==> config.mk <==
export PLATFORM = sky130hd
export DESIGN_NAME = cpmg_pulse_sched
export DESIGN_NICKNAME = d
export VERILOG_FILES = /design/src/rtl/cpmg_pulse_sched.sv
export SDC_FILE = /design/constraint.sdc
export NUM_CORES = 1
export LEC_CHECK = 0
export CORE_ASPECT_RATIO = 1.2
export CORE_UTILIZATION = 28
export DETAILED_ROUTE_END_ITERATION = 6
export GPL_ROUTABILITY_DRIVEN = 0
export HOLD_SLACK_MARGIN = 0.02
export PLACE_DENSITY_LB_ADDON = 0.2
export SLEW_MARGIN = 5
export SYNTH_ARGS = -nofsm -noshare
export SYNTH_HDL_FRONTEND = slang
export SYNTH_SLANG_ARGS = --single-unit
==> constraint.sdc <==
create_clock -name clk_dds -period 4.4 [get_ports clk_dds]
set_clock_uncertainty 0.05 [all_clocks]
set_input_delay 0.44 -clock clk_dds [delete_from_list [all_inputs] [get_ports clk_dds]]
set_output_delay 0.44 -clock clk_dds [all_outputs]
set_load 0.02 [all_outputs]
==> src/rtl/cpmg_pulse_sched.sv <==
// cpmg_pulse_sched: CPMG echo-train sequencer for the transmitter H-bridge.
// Generates the 5-bit bridge control word bri_i, the echo acquisition window
// and the echo counter. All durations count clk_4f_en ticks on clk_dds.
// Optional build macro CPMG_PHASE_ALT_EN: alternate the 180-degree phase bit
// on every refocusing pulse (ph180 XOR k[0]).
module cpmg_pulse_sched #(
    parameter int CNT_W  = 16,
    parameter int ECHO_W = 12
) (
    input  logic              clk_dds,
    input  logic              rst,
    input  logic              clk_4f_en,
    input  logic              start,
    input  logic              abort,
    input  logic [CNT_W-1:0]  t90_len,
    input  logic [CNT_W-1:0]  t180_len,
    input  logic [CNT_W-1:0]  tau_len,
    input  logic [ECHO_W-1:0] echo_num,
    input  logic              ph90,
    input  logic              ph180,
    input  logic              full_freq,
    input  logic              fast90,
    output logic [4:0]        bri_i,
    output logic              busy,
    output logic              done,
    output logic              echo_win,
    output logic [ECHO_W-1:0] echo_cnt
);

    typedef enum logic [2:0] {
        S_IDLE, S_ARM, S_P90, S_TAU1, S_P180, S_ECHO, S_DONE
    } state_t;

    state_t              state, state_nxt;
    logic [CNT_W:0]      cnt, cnt_nxt;
    logic [4:0]          bri_nxt;
    logic                busy_nxt, done_nxt, win_nxt;
    logic [ECHO_W-1:0]   ecnt_nxt;

    // Shadow copies of the configuration, frozen for the whole sequence
    logic [CNT_W-1:0]    t90_s, t180_s, tau_s;
    logic [ECHO_W-1:0]   echo_num_s;
    logic                ph90_s, ph180_s, ff_s, f90_s;

    logic                accept;
    logic                last;
    logic [CNT_W-1:0]    t90_e, t180_e, tau_e;
    logic [ECHO_W-1:0]   ecnt_inc;
    logic                ph_first, ph_next;

    assign accept = (state == S_IDLE) && start && !abort;
    assign last   = (cnt == {{CNT_W{1'b0}}, 1'b1});

    // Zero lengths behave as a single tick
    assign t90_e  = (t90_s  == '0) ? CNT_W'(1) : t90_s;
    assign t180_e = (t180_s == '0) ? CNT_W'(1) : t180_s;
    assign tau_e  = (tau_s  == '0) ? CNT_W'(1) : tau_s;

    assign ecnt_inc = echo_cnt + ECHO_W'(1);

`ifdef CPMG_PHASE_ALT_EN
    // The k-th refocusing pulse follows k completed echoes, so k[0] is the
    // low bit of the echo count at P180 entry.
    assign ph_first = ph180_s;
    assign ph_next  = ph180_s ^ ecnt_inc[0];
`else
    assign ph_first = ph180_s;
    assign ph_next  = ph180_s;
`endif

    // Capture configuration when a sequence is accepted
    always_ff @(posedge clk_dds or posedge rst) begin
        if (rst) begin
            t90_s      <= '0;
            t180_s     <= '0;
            tau_s      <= '0;
            echo_num_s <= '0;
            ph90_s     <= 1'b0;
            ph180_s    <= 1'b0;
            ff_s       <= 1'b0;
            f90_s      <= 1'b0;
        end else if (accept) begin
            t90_s      <= t90_len;
            t180_s     <= t180_len;
            tau_s      <= tau_len;
            echo_num_s <= echo_num;
            ph90_s     <= ph90;
            ph180_s    <= ph180;
            ff_s       <= full_freq;
            f90_s      <= fast90;
        end
    end

    // State, duration counter and registered outputs
    always_ff @(posedge clk_dds or posedge rst) begin
        if (rst) begin
            state    <= S_IDLE;
            cnt      <= '0;
            bri_i    <= '0;
            busy     <= 1'b0;
            done     <= 1'b0;
            echo_win <= 1'b0;
            echo_cnt <= '0;
        end else begin
            state    <= state_nxt;
            cnt      <= cnt_nxt;
            bri_i    <= bri_nxt;
            busy     <= busy_nxt;
            done     <= done_nxt;
            echo_win <= win_nxt;
            echo_cnt <= ecnt_nxt;
        end
    end

    // Next-state and next-output logic; timed states advance only on ticks
    always_comb begin
        state_nxt = state;
        cnt_nxt   = cnt;
        bri_nxt   = bri_i;
        busy_nxt  = busy;
        done_nxt  = 1'b0;
        win_nxt   = echo_win;
        ecnt_nxt  = echo_cnt;

        if (state != S_IDLE && abort) begin
            // Abort drops the bridge at once; echo_cnt is kept for readback
            state_nxt = S_IDLE;
            bri_nxt   = '0;
            win_nxt   = 1'b0;
            busy_nxt  = 1'b0;
        end else begin
            case (state)
                S_IDLE: begin
                    if (accept) begin
                        state_nxt = S_ARM;
                        busy_nxt  = 1'b1;
                        ecnt_nxt  = '0;
                    end
                end
                S_ARM: begin
                    if (clk_4f_en) begin
                        state_nxt = S_P90;
                        cnt_nxt   = {1'b0, t90_e};
                        bri_nxt   = {f90_s, ff_s, ph90_s, 1'b0, 1'b1};
                    end
                end
                S_P90: begin
                    if (clk_4f_en) begin
                        if (!last) begin
                            cnt_nxt = cnt - 1'b1;
                        end else if (echo_num_s == '0) begin
                            state_nxt = S_DONE;
                            bri_nxt   = '0;
                            done_nxt  = 1'b1;
                        end else begin
                            state_nxt = S_TAU1;
                            cnt_nxt   = {1'b0, tau_e};
                            bri_nxt   = '0;
                        end
                    end
                end
                S_TAU1: begin
                    if (clk_4f_en) begin
                        if (!last) begin
                            cnt_nxt = cnt - 1'b1;
                        end else begin
                            state_nxt = S_P180;
                            cnt_nxt   = {1'b0, t180_e};
                            bri_nxt   = {1'b0, ff_s, ph_first, 1'b1, 1'b1};
                        end
                    end
                end
                S_P180: begin
                    if (clk_4f_en) begin
                        if (!last) begin
                            cnt_nxt = cnt - 1'b1;
                        end else begin
                            state_nxt = S_ECHO;
                            cnt_nxt   = {tau_e, 1'b0};
                            bri_nxt   = '0;
                            win_nxt   = 1'b1;
                        end
                    end
                end
                S_ECHO: begin
                    if (clk_4f_en) begin
                        if (!last) begin
                            cnt_nxt = cnt - 1'b1;
                        end else begin
                            win_nxt  = 1'b0;
                            ecnt_nxt = ecnt_inc;
                            if (ecnt_inc == echo_num_s) begin
                                state_nxt = S_DONE;
                                done_nxt  = 1'b1;
                            end else begin
                                state_nxt = S_P180;
                                cnt_nxt   = {1'b0, t180_e};
                                bri_nxt   = {1'b0, ff_s, ph_next, 1'b1, 1'b1};
                            end
                        end
                    end
                end
                S_DONE: begin
                    state_nxt = S_IDLE;
                    busy_nxt  = 1'b0;
                end
                default: begin
                    state_nxt = S_IDLE;
                    bri_nxt   = '0;
                    win_nxt   = 1'b0;
                    busy_nxt  = 1'b0;
                end
            endcase
        end
    end

endmodule
# ---- Word-level counts from Yosys, hierarchy flattened
# Cells that the tools add are included.
dict set report totals {
  regBits 104
  wordCells 133
}
dict set report classes {
  addsub 2
  n_eq_ne 33
  n_mux 60
  n_bitwise 1
  reduce_logical 22
}
# operator n
set op_table {}
lappend op_table {{17-bit 2-to-1 mux} 11}
lappend op_table {{17-bit case mux with 5 select lines} 1}
lappend op_table {{16-bit zero test} 3}
lappend op_table {{16-bit 2-to-1 mux} 3}
lappend op_table {{5-bit 2-to-1 mux} 9}
lappend op_table {{12-bit 2-to-1 mux} 3}
lappend op_table {{3-bit 2-to-1 mux} 12}
lappend op_table {{3-bit inequality test, second input constant} 12}
lappend op_table {{5-bit case mux with 5 select lines} 1}
lappend op_table {{12-bit case mux with 2 select lines} 1}
lappend op_table {{3-bit case mux with 6 select lines} 1}
lappend op_table {{9-bit AND reduction} 2}
lappend op_table {{17-bit by 1-bit == test with 1-bit output, second input constant} 1}
lappend op_table {{17-bit by 1-bit subtractor with 17-bit output, second input constant} 1}
lappend op_table {{1-bit 2-to-1 mux} 14}
lappend op_table {{2-bit inequality test, second input constant} 7}
lappend op_table {{12-bit by 1-bit adder with 12-bit output, second input constant} 1}
lappend op_table {{12-bit == test} 1}
lappend op_table {{12-bit zero test} 1}
lappend op_table {{10-bit AND reduction} 1}
lappend op_table {{5-bit AND reduction} 2}
lappend op_table {{5-bit OR reduction} 2}
lappend op_table {{3-bit == test, second input constant} 3}
lappend op_table {{3-bit by 2-bit == test with 1-bit output, second input constant} 2}
lappend op_table {{16 further kinds} 23}

# ---- Longest topological paths before layout
dict set report logic_depth {
  ltp_word 7
  mapped_depth 10
}

# ---- Least setup slack after synthesis
# OpenSTA, ideal clock, no wires.
dict set report synth_timing {
  path_kind {reg2reg}
  start {reg echo_cnt[4]}
  end {reg cnt[2]}
  t_arrival_ps 2495
  required_time_ps 4225
  slack_ps 1730
  stages_incl_launch_ff 10
  path_buffers 2
  synth_period_minus_slack_ps 2670
  cell_sequence {dfrtp_1 buf_2 nand4_2 a2111o_1 a22o_1 nor4_1 nand4_1 nand2_2 buf_6 mux2_2}
}
dict set report synth_between {
  elab_chain_cells 4
}
# element line_no
set synth_rtl {}
lappend synth_rtl {{start, declared} 27} ;# output logic [ECHO_W-1:0] echo_cnt
lappend synth_rtl {{start signal, assigned} 111} ;# echo_cnt <= ecnt_nxt;
lappend synth_rtl {{12-bit by 1-bit adder with 12-bit output} 59} ;# assign ecnt_inc = echo_cnt + ECHO_W'(1);
lappend synth_rtl {{12-bit == test} 192} ;# if (ecnt_inc == echo_num_s) begin
lappend synth_rtl {{3-bit inequality test (no source line)} -}
lappend synth_rtl {{9-bit AND reduction (no source line)} -}
lappend synth_rtl {{end signal, assigned} 106} ;# cnt <= cnt_nxt;
lappend synth_rtl {{end, declared} 35} ;# logic [CNT_W:0] cnt, cnt_nxt;
# Every way passes these cells.
# A chain may end at the register's enable or synchronous reset.

# ---- Worst setup path in the final report
dict set report layout_timing {
  start {reg cnt[2]}
  end {reg echo_cnt[8]}
}
dict set report layout_between {
  elab_chain_cells 3
}
# element line_no
set layout_rtl {}
lappend layout_rtl {{17-bit by 1-bit == test with 1-bit output} 52} ;# assign last = (cnt == {{CNT_W{1'b0}}, 1'b1});
lappend layout_rtl {{2-bit inequality test (no source line)} -}
lappend layout_rtl {{5-bit AND reduction (no source line)} -}
# Every way passes these cells.

==> impl_metrics.py <==
metrics = {
    "routing": {
        "ant_nets": 0,
        "dr.pass1.iters": 5,
        "num_vias": 4813,
        "drc": 0,
        "routedWlPerCell_um": 18.2,
        "viasPerCell": 5.25,
        "routed_wl_mm": 16.6,
        "drt_iter0_drc": 332,
    },
    "logic_synthesis": {
        "yosys.area.top_type": "dfrtp_1",
        "synthTopCellsByCount": "dfrtp_1, mux2_2, nand2_1",
        "syn_area_per_cell_um2": 10.2,
        "synthesis.nets": 646,
        "synth.top_cell.area_share_pct": 44.4,
        "yosys.cell_types.count": 62,
        "synth_seq_area_share_pct": 44.4,
        "ys_warn_count": 0,
        "yosys_most_used_dff": "dfrtp_1",
        "yosysMostFrequentCell": "dfrtp_1",
        "synth-edff-count": 0,
        "async_reset_ff_share_pct": 100,
        "ys_ff_latch": 104,
        "mappedNetlistArea_um2": 5860,
        "synthTopCellsByArea": "dfrtp_1, mux2_2, nand2_1",
        "synthCells": 572,
    },
    "place": {
        "pre_cts_ws_ns": 1.25,
        "hpwlAfterDp_mm": 12.4,
        "io_buffer_count": 88,
        "placed_area_um2": 6970,
    },
    "critical_path": {
        "regToRegSetupSlack_ns": 1.21,
        "cp_max_fo": 21,
        "worstPathCellList": "nor4_4, nand4_2, or3_1, or4_1, a21oi_1, o21ai_1, o31ai_2",
        "crit_path_max_incr_delay_ns": 0.88,
        "cp.arrival_ns": 3.41,
        "r2r-start": "cnt[2]$_DFFE_PP0P_",
        "startpoint_type": "flip-flop",
        "crit_path_end_kind": "flip-flop",
        "cp.required_ns": 4.61,
        "timing.rr.end": "echo_cnt[8]$_DFFE_PP0P_",
        "crit_slowest_cell": "or4_1",
        "critPathKind": "flip-flop to flip-flop",
        "rr_worst_depth": 7,
    },
    "grt": {
        "first_global_vias": 4948,
        "grt.overflow.total": 0,
        "grt_max_degree": 66,
        "gr-usage-all-layers_pct": 16.2,
        "grt_pass1_wl_mm": 26.9,
        "antenna_found_initial": 0,
    },
    "power_and_ir_drop": {
        "p_leak_nw": 2.90,
        "power_density_nw_per_um2": 618,
        "ir_drop_v": 0.000249,
    },
    "sta": {
        "drv_slew": 0,
        "fmax_mhz": 313,
        "worst_pin_slew_ns": 0.937,
        "max_slew_margin_pct": 37.0,
        "fin_crit_ns": 3.19,
        "rsz0062_at_grt": "no",
        "fin_tns_setup_ns": 0,
        "finalHoldViolCount": 0,
        "min_period_over_period_pct": 72.5,
        "layout_setup_ws_ns": 1.21,
        "setup_violations": 0,
    },
    "run": {
        "cap_violations": 0,
    },
    "die": {
        "die_w_um": 134,
        "core_area_um2": 20400,
        "rows": 57,
        "die_area_um2": 21500,
        "io_pins": 89,
        "die_h_um": 160,
        "start_util_pct": 28.7,
    },
    "clock_tree": {
        "cts.hold.buffers_added": 0,
        "path_clk_slew_ns": 0.07,
        "cts-htree-levels": 3,
        "clock_path_buffers": 2,
        "cts_buffers": 9,
        "cts.repair.resized": 0,
        "cts_sinks": 104,
        "root_buffer": "clkbuf_16",
        "postCtsSetupBuffers": 0,
        "cts_tree": "built",
        "worstSkewPairLatency_ns": 0.36,
    },
    "cells_and_area": {
        "post-route-cell-area_um2": 7280,
        "fin_nets": 720,
        "area_growth_pct": 24.2,
        "drive_above_1_share_pct": 17.1,
        "fillers": 2079,
        "seqCellArea_um2": 2600,
        "multi_input_area_um2": 3020,
        "num_antenna_cells": 0,
    },
    "min_path": {
        "min_from": "bri_i[0]$_DFFE_PP0P_",
        "min_path_cells": 1,
        "hp-class": "flip-flop to flip-flop",
        "hold_end": "bri_i[0]$_DFFE_PP0P_",
    },
    "status": {
        "status": "finished, final reports clean",
    },
}
==> registers in the layout, indices dropped and copies added (netlist names), 3 cells and up <==
signal,cells
cnt,17
tau_s,16
t180_s,16
echo_cnt,12
state,3
echo_num_s,12
bri_i,5
t90_s,16
==> cell type report <==
class	count	area share [%]
Tap cell	265	4.56
Multi-Input combinational cell	415	41.6
Clock buffer	9	3.10
Clock inverter	7	1.07
Inverter	21	1.12
Timing Repair Buffer	95	12.8
Sequential cell	104	35.8
==> layout by cell type, fill, tap and decap left out, types with 4 or more instances in the layout <==
cell | synthesis | routed
nor2b_1 | 6 | 6
nor2_1 | 32 | 32
ha_1 | 5 | 5
o21ai_0 | 27 | 27
buf_4 | 0 | 7
nand2b_1 | 6 | 6
a22oi_1 | 4 | 4
clkbuf_16 | 0 | 9
mux2i_1 | 9 | 9
clkdlybuf4s50_1 | 0 | 88
or3_1 | 6 | 6
nand4_1 | 4 | 4
xnor2_1 | 13 | 13
o21ai_1 | 11 | 11
nor3_1 | 14 | 14
inv_1 | 20 | 19
o22ai_1 | 5 | 5
a31oi_1 | 4 | 4
a221oi_1 | 11 | 11
mux2_2 | 77 | 77
o2bb2ai_1 | 4 | 4
dfrtp_1 | 104 | 104
a221o_1 | 4 | 4
nand3_1 | 18 | 18
nand2_1 | 43 | 42
xor2_1 | 12 | 12
a22o_1 | 7 | 7
nor4_1 | 18 | 18
a21oi_1 | 26 | 26
==> through the flow <==
stage               instances  power, mW  utilization (%)  hold slack [ns]
finish                    916       4.49             35.7            0.447
global route              916       4.80             35.7            0.470
detailed placement        900       3.67             34.2            0.436
global placement          900       3.63             34.2            0.441
floorplan                 572       3.06                -            0.429
CTS                       916       4.52             35.7            0.452
==> metal layers <==
metal | GRT usage, % | routed length, um | vias to the layer above
met1 | 19.2 | 6960 | 2386
met5 | 0 | 0 | -
li1 | - | - | 2267
met3 | 3.19 | 764 | 24
met2 | 28.4 | 8490 | 136
met4 | 6.44 | 418 | 0
==> worst max-delay path, delay by kind of cell, from the launching register on <==
family / cells / cell delay, ns
simple gates: 4 / 2.18
flops: 1 / 0.46
compound gates: 3 / 0.40
==> worst max-delay path by stage <==
stage                             from                       to  slack (ns)  depth (start not counted)
floorplan                          rst     bri_i[0]$_DFFE_PP0P_        1.18                          1
global placement    cnt[2]$_DFFE_PP0P_  echo_cnt[8]$_DFFE_PP0P_        1.28                          7
detailed placement  cnt[2]$_DFFE_PP0P_  echo_cnt[8]$_DFFE_PP0P_        1.25                          7
CTS                 cnt[8]$_DFFE_PP0P_  echo_cnt[8]$_DFFE_PP0P_        1.23                          7
global route        cnt[2]$_DFFE_PP0P_  echo_cnt[8]$_DFFE_PP0P_        1.02                          7
finish              cnt[2]$_DFFE_PP0P_  echo_cnt[8]$_DFFE_PP0P_        1.21                          7
==> report_power, final <==
| group | total [mW] | internal (mW) | switching, mW |
|---|---|---|---|
| sequential | 1.87 | 1.36 | 0.513 |
| combinational | 1.79 | 0.895 | 0.890 |
| clock | 0.834 | 0.447 | 0.388 |
| total | 4.49 | 2.70 | 1.79 |
==> kinds of logic (layout without fill, tap and decap cells) <==
family	Yosys count	count (layout)	share of synthesized area (%)
AOI/OAI and AO/OA	135	135	15.9
xor gates and xnor gates	25	25	3.74
adders and majority gates	6	6	1.24
buffers and inverters	53	132	3.97
DFF	104	104	44.4
muxes	87	87	16.5
and+or+nand+nor	162	162	14.2
Power figures use the tool's default switching activity.
